$ cat src/rtl/seq_slice_alu.sv
// Multi-cycle ALU that evaluates SLICE bits per clock, LSB slice first, rippling the carry
// through a flop. Define SEQ_SLICE_ALU_ZERO_FLAG_EN to add the zero output.
module seq_slice_alu #(
  parameter int unsigned WIDTH = 32,
  parameter int unsigned SLICE = 1
) (
  input  logic             clk,
  input  logic             rst_n,
  input  logic             start,
  input  logic [WIDTH-1:0] a,
  input  logic [WIDTH-1:0] b,
  input  logic             ainvert,
  input  logic             binvert,
  input  logic [1:0]       op,
  output logic             busy,
  output logic             done,
  output logic [WIDTH-1:0] result,
  output logic             carry_out,
  output logic             overflow
`ifdef SEQ_SLICE_ALU_ZERO_FLAG_EN
  ,
  output logic             zero
`endif
);

  localparam int unsigned N       = WIDTH / SLICE;
  localparam int unsigned CntW    = (N > 1) ? $clog2(N) : 1;
  localparam logic [CntW-1:0] LastCnt = CntW'(N - 1);

  if (WIDTH < 2 || SLICE == 0 || (WIDTH % SLICE) != 0) begin : g_bad_params
    $error("seq_slice_alu: WIDTH must be >= 2 and a multiple of SLICE");
  end

  typedef enum logic [1:0] {StIdle, StRun, StDone} state_e;

  state_e          state_q;
  logic [WIDTH-1:0] a_q, b_q;
  logic [1:0]      op_q;
  logic            carry_q;
  logic [CntW-1:0] cnt_q;
  logic            zero_q;

  int unsigned     base;
  logic [SLICE-1:0] sa, sb, slice_sum, slice_res;
  logic            c, c_msb_in, set_bit;

  // Operands are stored already inverted, so the slice logic only sees A' and B'.
  always_comb begin
    base      = 32'(cnt_q) * SLICE;
    sa        = a_q[base +: SLICE];
    sb        = b_q[base +: SLICE];
    c         = carry_q;
    c_msb_in  = 1'b0;
    slice_sum = '0;
    for (int i = 0; i < int'(SLICE); i++) begin
      if (i == int'(SLICE) - 1) c_msb_in = c;
      slice_sum[i] = sa[i] ^ sb[i] ^ c;
      c = (sa[i] & sb[i]) | (c & (sa[i] ^ sb[i]));
    end
    unique case (op_q)
      2'b00:   slice_res = sa & sb;
      2'b01:   slice_res = sa | sb;
      2'b10:   slice_res = slice_sum;
      2'b11:   slice_res = slice_sum;
      default: slice_res = slice_sum;
    endcase
    // Overflow-corrected less-than; only meaningful on the MSB slice.
    set_bit = slice_sum[SLICE-1] ^ c_msb_in ^ c;
  end

  always_ff @(posedge clk or negedge rst_n) begin
    if (!rst_n) begin
      state_q   <= StIdle;
      a_q       <= '0;
      b_q       <= '0;
      op_q      <= 2'b00;
      carry_q   <= 1'b0;
      cnt_q     <= '0;
      zero_q    <= 1'b0;
      busy      <= 1'b0;
      done      <= 1'b0;
      result    <= '0;
      carry_out <= 1'b0;
      overflow  <= 1'b0;
    end else begin
      unique case (state_q)
        StIdle: begin
          if (start) begin
            a_q       <= ainvert ? ~a : a;
            b_q       <= binvert ? ~b : b;
            op_q      <= op;
            carry_q   <= binvert;
            cnt_q     <= '0;
            zero_q    <= 1'b1;
            busy      <= 1'b1;
            carry_out <= 1'b0;
            overflow  <= 1'b0;
            state_q   <= StRun;
          end
        end
        StRun: begin
          carry_q <= c;
          cnt_q   <= cnt_q + 1'b1;
          if (cnt_q == LastCnt && op_q == 2'b11) begin
            result <= {{(WIDTH-1){1'b0}}, set_bit};
            zero_q <= ~set_bit;
          end else begin
            result[base +: SLICE] <= slice_res;
            zero_q <= zero_q & (slice_res == '0);
          end
          if (cnt_q == LastCnt) begin
            carry_out <= op_q[1] ? c : 1'b0;
            overflow  <= (op_q == 2'b10) ? (c_msb_in ^ c) : 1'b0;
            busy      <= 1'b0;
            done      <= 1'b1;
            cnt_q     <= '0;
            state_q   <= StDone;
          end
        end
        StDone: begin
          done    <= 1'b0;
          state_q <= StIdle;
        end
        default: state_q <= StIdle;
      endcase
    end
  end

`ifdef SEQ_SLICE_ALU_ZERO_FLAG_EN
  assign zero = zero_q;
`else
  logic unused_zero;
  assign unused_zero = zero_q;
`endif

endmodule

$ cat config.mk
export PLATFORM = sky130hd
export DESIGN_NAME = seq_slice_alu
export DESIGN_NICKNAME = d
export VERILOG_FILES = /design/src/rtl/seq_slice_alu.sv
export SDC_FILE = /design/constraint.sdc
export NUM_CORES = 1
export LEC_CHECK = 0
export BUFFER_PORTS_ARGS = -buffer_cell sky130_fd_sc_hd__buf_2
export CORE_MARGIN = 2
export CORE_UTILIZATION = 30
export CTS_BUF_LIST = sky130_fd_sc_hd__clkbuf_4 sky130_fd_sc_hd__clkbuf_8
export CTS_CLUSTER_SIZE = 12
export DETAILED_ROUTE_END_ITERATION = 10
export SLEW_MARGIN = 40
export SYNTH_ARGS = -nofsm -noshare
export SYNTH_HDL_FRONTEND = slang
export SYNTH_SLANG_ARGS = --single-unit
export TNS_END_PERCENT = 10
$ cat constraint.sdc
create_clock -name clk -period 3.5 [get_ports clk]
set_input_delay 0.35 -clock clk [delete_from_list [all_inputs] [get_ports clk]]
set_output_delay 0.35 -clock clk [all_outputs]
set_load 0.005 [all_outputs]
### Word-level counts from Yosys, hierarchy flattened

Cells that the tools add are included.

* word-level logic and storage cells: 72
* bits in registers: 110

* shift-type cells: 4
* equality and inequality tests: 8
* add/sub/neg operators: 2
* muxes and demuxes: 25
* reduce and logical (&&, ||, !) cells: 11
* bitwise gates (word level): 11

Operators with widths (number)
* $mux W32: 3
* $not A32 Y32: 2
* $shiftx A32 B6 Y1: 2
* $neg A5 Y34: 1
* $shift A1 B34 Y32 const A: 1
* $shiftx A1 B34 Y32: 1
* $bwmux W32: 1
* $mux W5: 2
* $pmux W1 S2: 5
* $pmux W5 S2: 1
* $mux W1: 9
* $reduce_and A2 Y1: 4
* $eq A2 B2 Y1 const B: 3
* $add A5 B1 Y5 const B: 1
* $eq A5 B5 Y1 const B: 1
* $xor A1 B1 Y1: 5
* $eq A2 B1 Y1 const B: 2
* $logic_not A2 Y1: 2
* $mux W2: 2
* $ne A2 B2 Y1 const B: 2
* $pmux W2 S2: 1
* $reduce_bool A2 Y1: 2
* $pmux W1 S3: 1
* $reduce_and A3 Y1: 1
* other kinds (4): 6

### Longest topological paths before layout

* depth in word-level cells: 8
* depth in mapped cells: 13
* mapped depth without buffers: 11

### Least setup slack after synthesis

OpenSTA, ideal clock, no wires.

* kind: register to register
* start: register cnt_q[0]
* end: register result[21]
* slack: 325 ps
* path buffers: 1
* clock period less this slack: 3175 ps
* library setup time: 69 ps
* stages on the path, launching flop included: 12
* data required time: 3431 ps
* data arrival time: 3106 ps
* cell sequence: dfrtp_1 buf_4 mux4_2 nor2b_1 a2111oi_1 a211oi_1 fa_1 nand2_1 o31ai_2 nand2_1 nor4_2 a32o_1

* longest elaborated chain between the ends: 7
* elaborated cells between the ends (all ways): 14

RTL lines
* start, declared: line 40 `logic [CntW-1:0] cnt_q;`
* start signal, assigned: line 103 `cnt_q <= cnt_q + 1'b1;`
* $shiftx A32 B6 Y1 (on tied branches): line 50, 51
* $xor A1 B1 Y1 (2 in a row): line 57 `slice_sum[i] = sa[i] ^ sb[i] ^ c;`
* $pmux W1 S3: line 60 `unique case (op_q)`
* $shiftx A1 B34 Y32: line 108 `result[base +: SLICE] <= slice_res;`
* $bwmux W32: line 108
* $mux W32 (*): line 104 `if (cnt_q == LastCnt && op_q == 2'b11) begin`
* end signal, assigned: line 105 `result <= {{(WIDTH-1){1'b0}}, set_bit};`
* end signal, assigned by index: line 108
* end, declared: line 17 `output logic [WIDTH-1:0] result,`

Mark *: on every way between the ends. The rest lies on a longest branch, timed or not.
A chain may end at the register's enable or synchronous reset.

### Worst setup path in the final report

* start: register cnt_q[0]
* end: register result[28]

The elaborated chain is that of the path after synthesis.

==> results.tsv <==
metric	value	unit
outcome	finished, final reports clean	
vias_per_cell	4.676	
fin_crit_sh	92.97	%
mostFrequentLayoutCells	109 x dfrtp_1, 104 x nand2_1, 103 x buf_2	
crit_fanout	11	
fin_skew	0.02000	ns
hold_path_class	in -> reg	
synth-seq-cells	110	
met3_usage	3.722	%
post-route-min-period	3.254	ns
ys_seq_area_share	47.56	%
grt_pass1_vias	4200	
syn_nets	641	
grt_usage	14.21	%
dieArea	20420	um^2
slowest_delay	0.50	ns
crit_path_start_kind	register	
insertedDiodeCount	0	
yosys.area_share.simple	13.42	%
gr-usage-met2	21.76	%
min_delay_worst_endpoint	op_q[0]$_DFFE_PN0P_	
drt_iter0_markers	290	
postLayoutCoreUtil	36.38	%
routed-via-count	4288	
syn_avg_cell_area	10.30	um^2
io_buffers	106	
ys_warn_count	0	
hold_depth	3	
die_x	142.9	um
drtAntennaViolNets	0	
critPathCaptureType	register	
ys.flop_type	dfrtp_1	
hp-start	op[0]	
pre_cts_slack	0.1028	ns
regToRegSetupSlack	0.25	ns
synth_compound_area_share	14.83	%
clockBufferDepth	2	
cts_inserted_buffers	9	
synth_cell_types	51	
cap_violations	0	
area_delta_synth_final	18.35	%
async_flop_share	100.0	%
h-tree-depth	3	
tightest_slew	0.7540	ns
die_h	142.9	um
mappedNetlistArea	5788	um^2
tns	0	ns
grt_max_degree	93	
n_fill_cell	1943	
synthAdderAreaFrac	1.989	%
cp_slowest_cell	fa_1	
p_per_area	848.8	nW/um^2
drt_pass1_iterations	5	
post_drt_wl_per_cell	14.95	um
grt_pass1_wl	22.60	mm
grt_overflow	0	
remaining_drc_errors	0	
row_count	50	
cts_root_buf	clkbuf_8	
antenna_found_initial	1	
ir_drop	0.2956	mV
worstSetupPathType	reg -> reg	
path_cells	buf_12 > mux4_2 > mux2_2 > a21oi_1 > o21ai_0 > o21a_1 > fa_1 > nand2_1 > o31ai_2 > nand3_4 > nor4_4 > buf_4 > a32o_1	
drv_slew	0	
gp_congestion	0.7811	
dp_hpwl	9.990	mm
hold_viol_final	0	
fin_nets	731	
clkLatencyLatePin	0.40	ns
r2r-start	cnt_q[0]$_DFFE_PN0P_	
required	3.83	ns
drive_above_1_share	26.48	%
core_area	18830	um^2
cts_sinks	110	
synth_xor_area_share	10.57	%
final_common_cell	dfrtp_1	
synth_top_family_by_area	compound AO/OA/AOI/OAI gates	
setup_ws	0.2459	ns
muxShareOfSynthArea	7.804	%
syn_inst	562	
start_util	30.74	%
globalRoute.busiestLayer	met2	
cts_tree	yes	
relSlewSlack	49.35	%
p_leak	0.003036	uW
rr_endpoint	result[28]$_DFFE_PN0P_	
use_met1	20.24	%
fmax	307.3	MHz
synth-edff-count	0	
crit_arrival	3.58	ns
rr_worst_depth	13	
wl	13.71	mm
finalSetupViolCount	0	
path_clk_slew	0.12	ns
ios	107	
[critical path, delay by kind of cell (launching register included)]
| family | cells | cell delay, ns |
|---|---|---|
| AOI/OAI and AO/OA | 5 | 0.67 |
| adders and majority gates | 1 | 0.50 |
| buffers and inverters | 2 | 0.34 |
| DFF | 1 | 0.43 |
| muxes | 2 | 0.77 |
| and+or+nand+nor | 3 | 0.48 |
[worst max path at each step]
stage / cells after the start / endpoint / slack [ns] / from
finish: 13 / result[28]$_DFFE_PN0P_ / 0.25 / cnt_q[0]$_DFFE_PN0P_
global route: 12 / result[11]$_DFFE_PN0P_ / -0.0003 / cnt_q[0]$_DFFE_PN0P_
CTS: 12 / result[4]$_DFFE_PN0P_ / 0.05 / cnt_q[0]$_DFFE_PN0P_
detailed placement: 12 / result[4]$_DFFE_PN0P_ / 0.10 / cnt_q[0]$_DFFE_PN0P_
global placement: 12 / result[4]$_DFFE_PN0P_ / 0.14 / cnt_q[0]$_DFFE_PN0P_
floorplan: 11 / result[21]$_DFFE_PN0P_ / 0.33 / cnt_q[0]$_DFFE_PN0P_
[metrics by stage]
step | hold WS [ns] | total power (uW) | cells | instance area (um^2)
detailed placement | 0.4138 | 5037 | 896 | 6598
floorplan | 0.05441 | 4164 | 562 | 5788
global placement | 0.4579 | 4995 | 896 | 6591
CTS | 0.1290 | 5812 | 913 | 6794
finish | 0.1441 | 5814 | 917 | 6850
global route | 0.1414 | 6347 | 917 | 6850
[registers in the layout, indices dropped and copies added, names as in the netlist]
register / cells
state_q: 2
c_msb_in: 1
b_q: 32
op_q: 2
done: 1
busy: 1
cnt_q: 5
overflow: 1
a_q: 32
result: 32
carry_out: 1
[power by group]
part | switching (uW) | internal (uW) | total, uW | leakage [uW]
Sequential | 408 | 1800 | 2210 | 0.00139
Clock | 464 | 297 | 762 | 0.000101
Combinational | 1560 | 1280 | 2840 | 0.00154
[final cells by class]
type	count	area (um^2)	area share, %
flip-flops and latches	110	2754	40.20
inverters	9	33.78	0.4932
multi-input cells	397	2826	41.26
repair buffers	125	724.4	10.58
clock inverters	5	41.29	0.6027
clock buffers	11	145.1	2.119
well taps	260	325.3	4.749
[routing by layer]
layer / wire (um) / share of wire, %
met1: 6744 / 49
met2: 6142 / 45
met3: 673 / 4.9
met4: 149 / 1.1
met5: 0 / 0
[synthesized netlist by cell type, types with 3 or more instances]
master	count	area, um^2
o31ai_1	5	37.54
nand2_1	105	394.1
inv_1	9	33.78
o211ai_1	9	67.56
mux4_2	16	360.4
nor2_1	8	30.03
buf_1	4	15.01
and3_1	6	37.54
clkbuf_1	34	127.6
ha_1	6	75.07
xnor2_1	66	578.1
a32o_1	19	190.2
buf_2	6	30.03
nor2b_1	5	31.28
mux2i_1	8	80.08
and2_1	3	18.77
nand3_1	13	65.06
nand2b_1	4	25.02
nand4_1	3	18.77
dfrtp_1	110	2753
o21ai_0	79	395.4
a21oi_1	3	15.01
[kinds of logic after synthesis]
group,count (synthesis)
compound gates,133
fa+ha+maj,8
mux,25
flops,110
buf+inv,55
simple gates,162
xor+xnor,69
[what timing repair did]
| action | 4_1_cts | 5_1_grt |
|---|---|---|
| resized for setup | 0 | 6 |
| buffers inserted | 0 | 3 |
| endpoints found under the hold margin | 67 | 0 |
| hold buffers | 1 | 0 |
| endpoints found under the setup margin | 0 | 28 |
No activity file was read; power rests on OpenSTA's default activity.
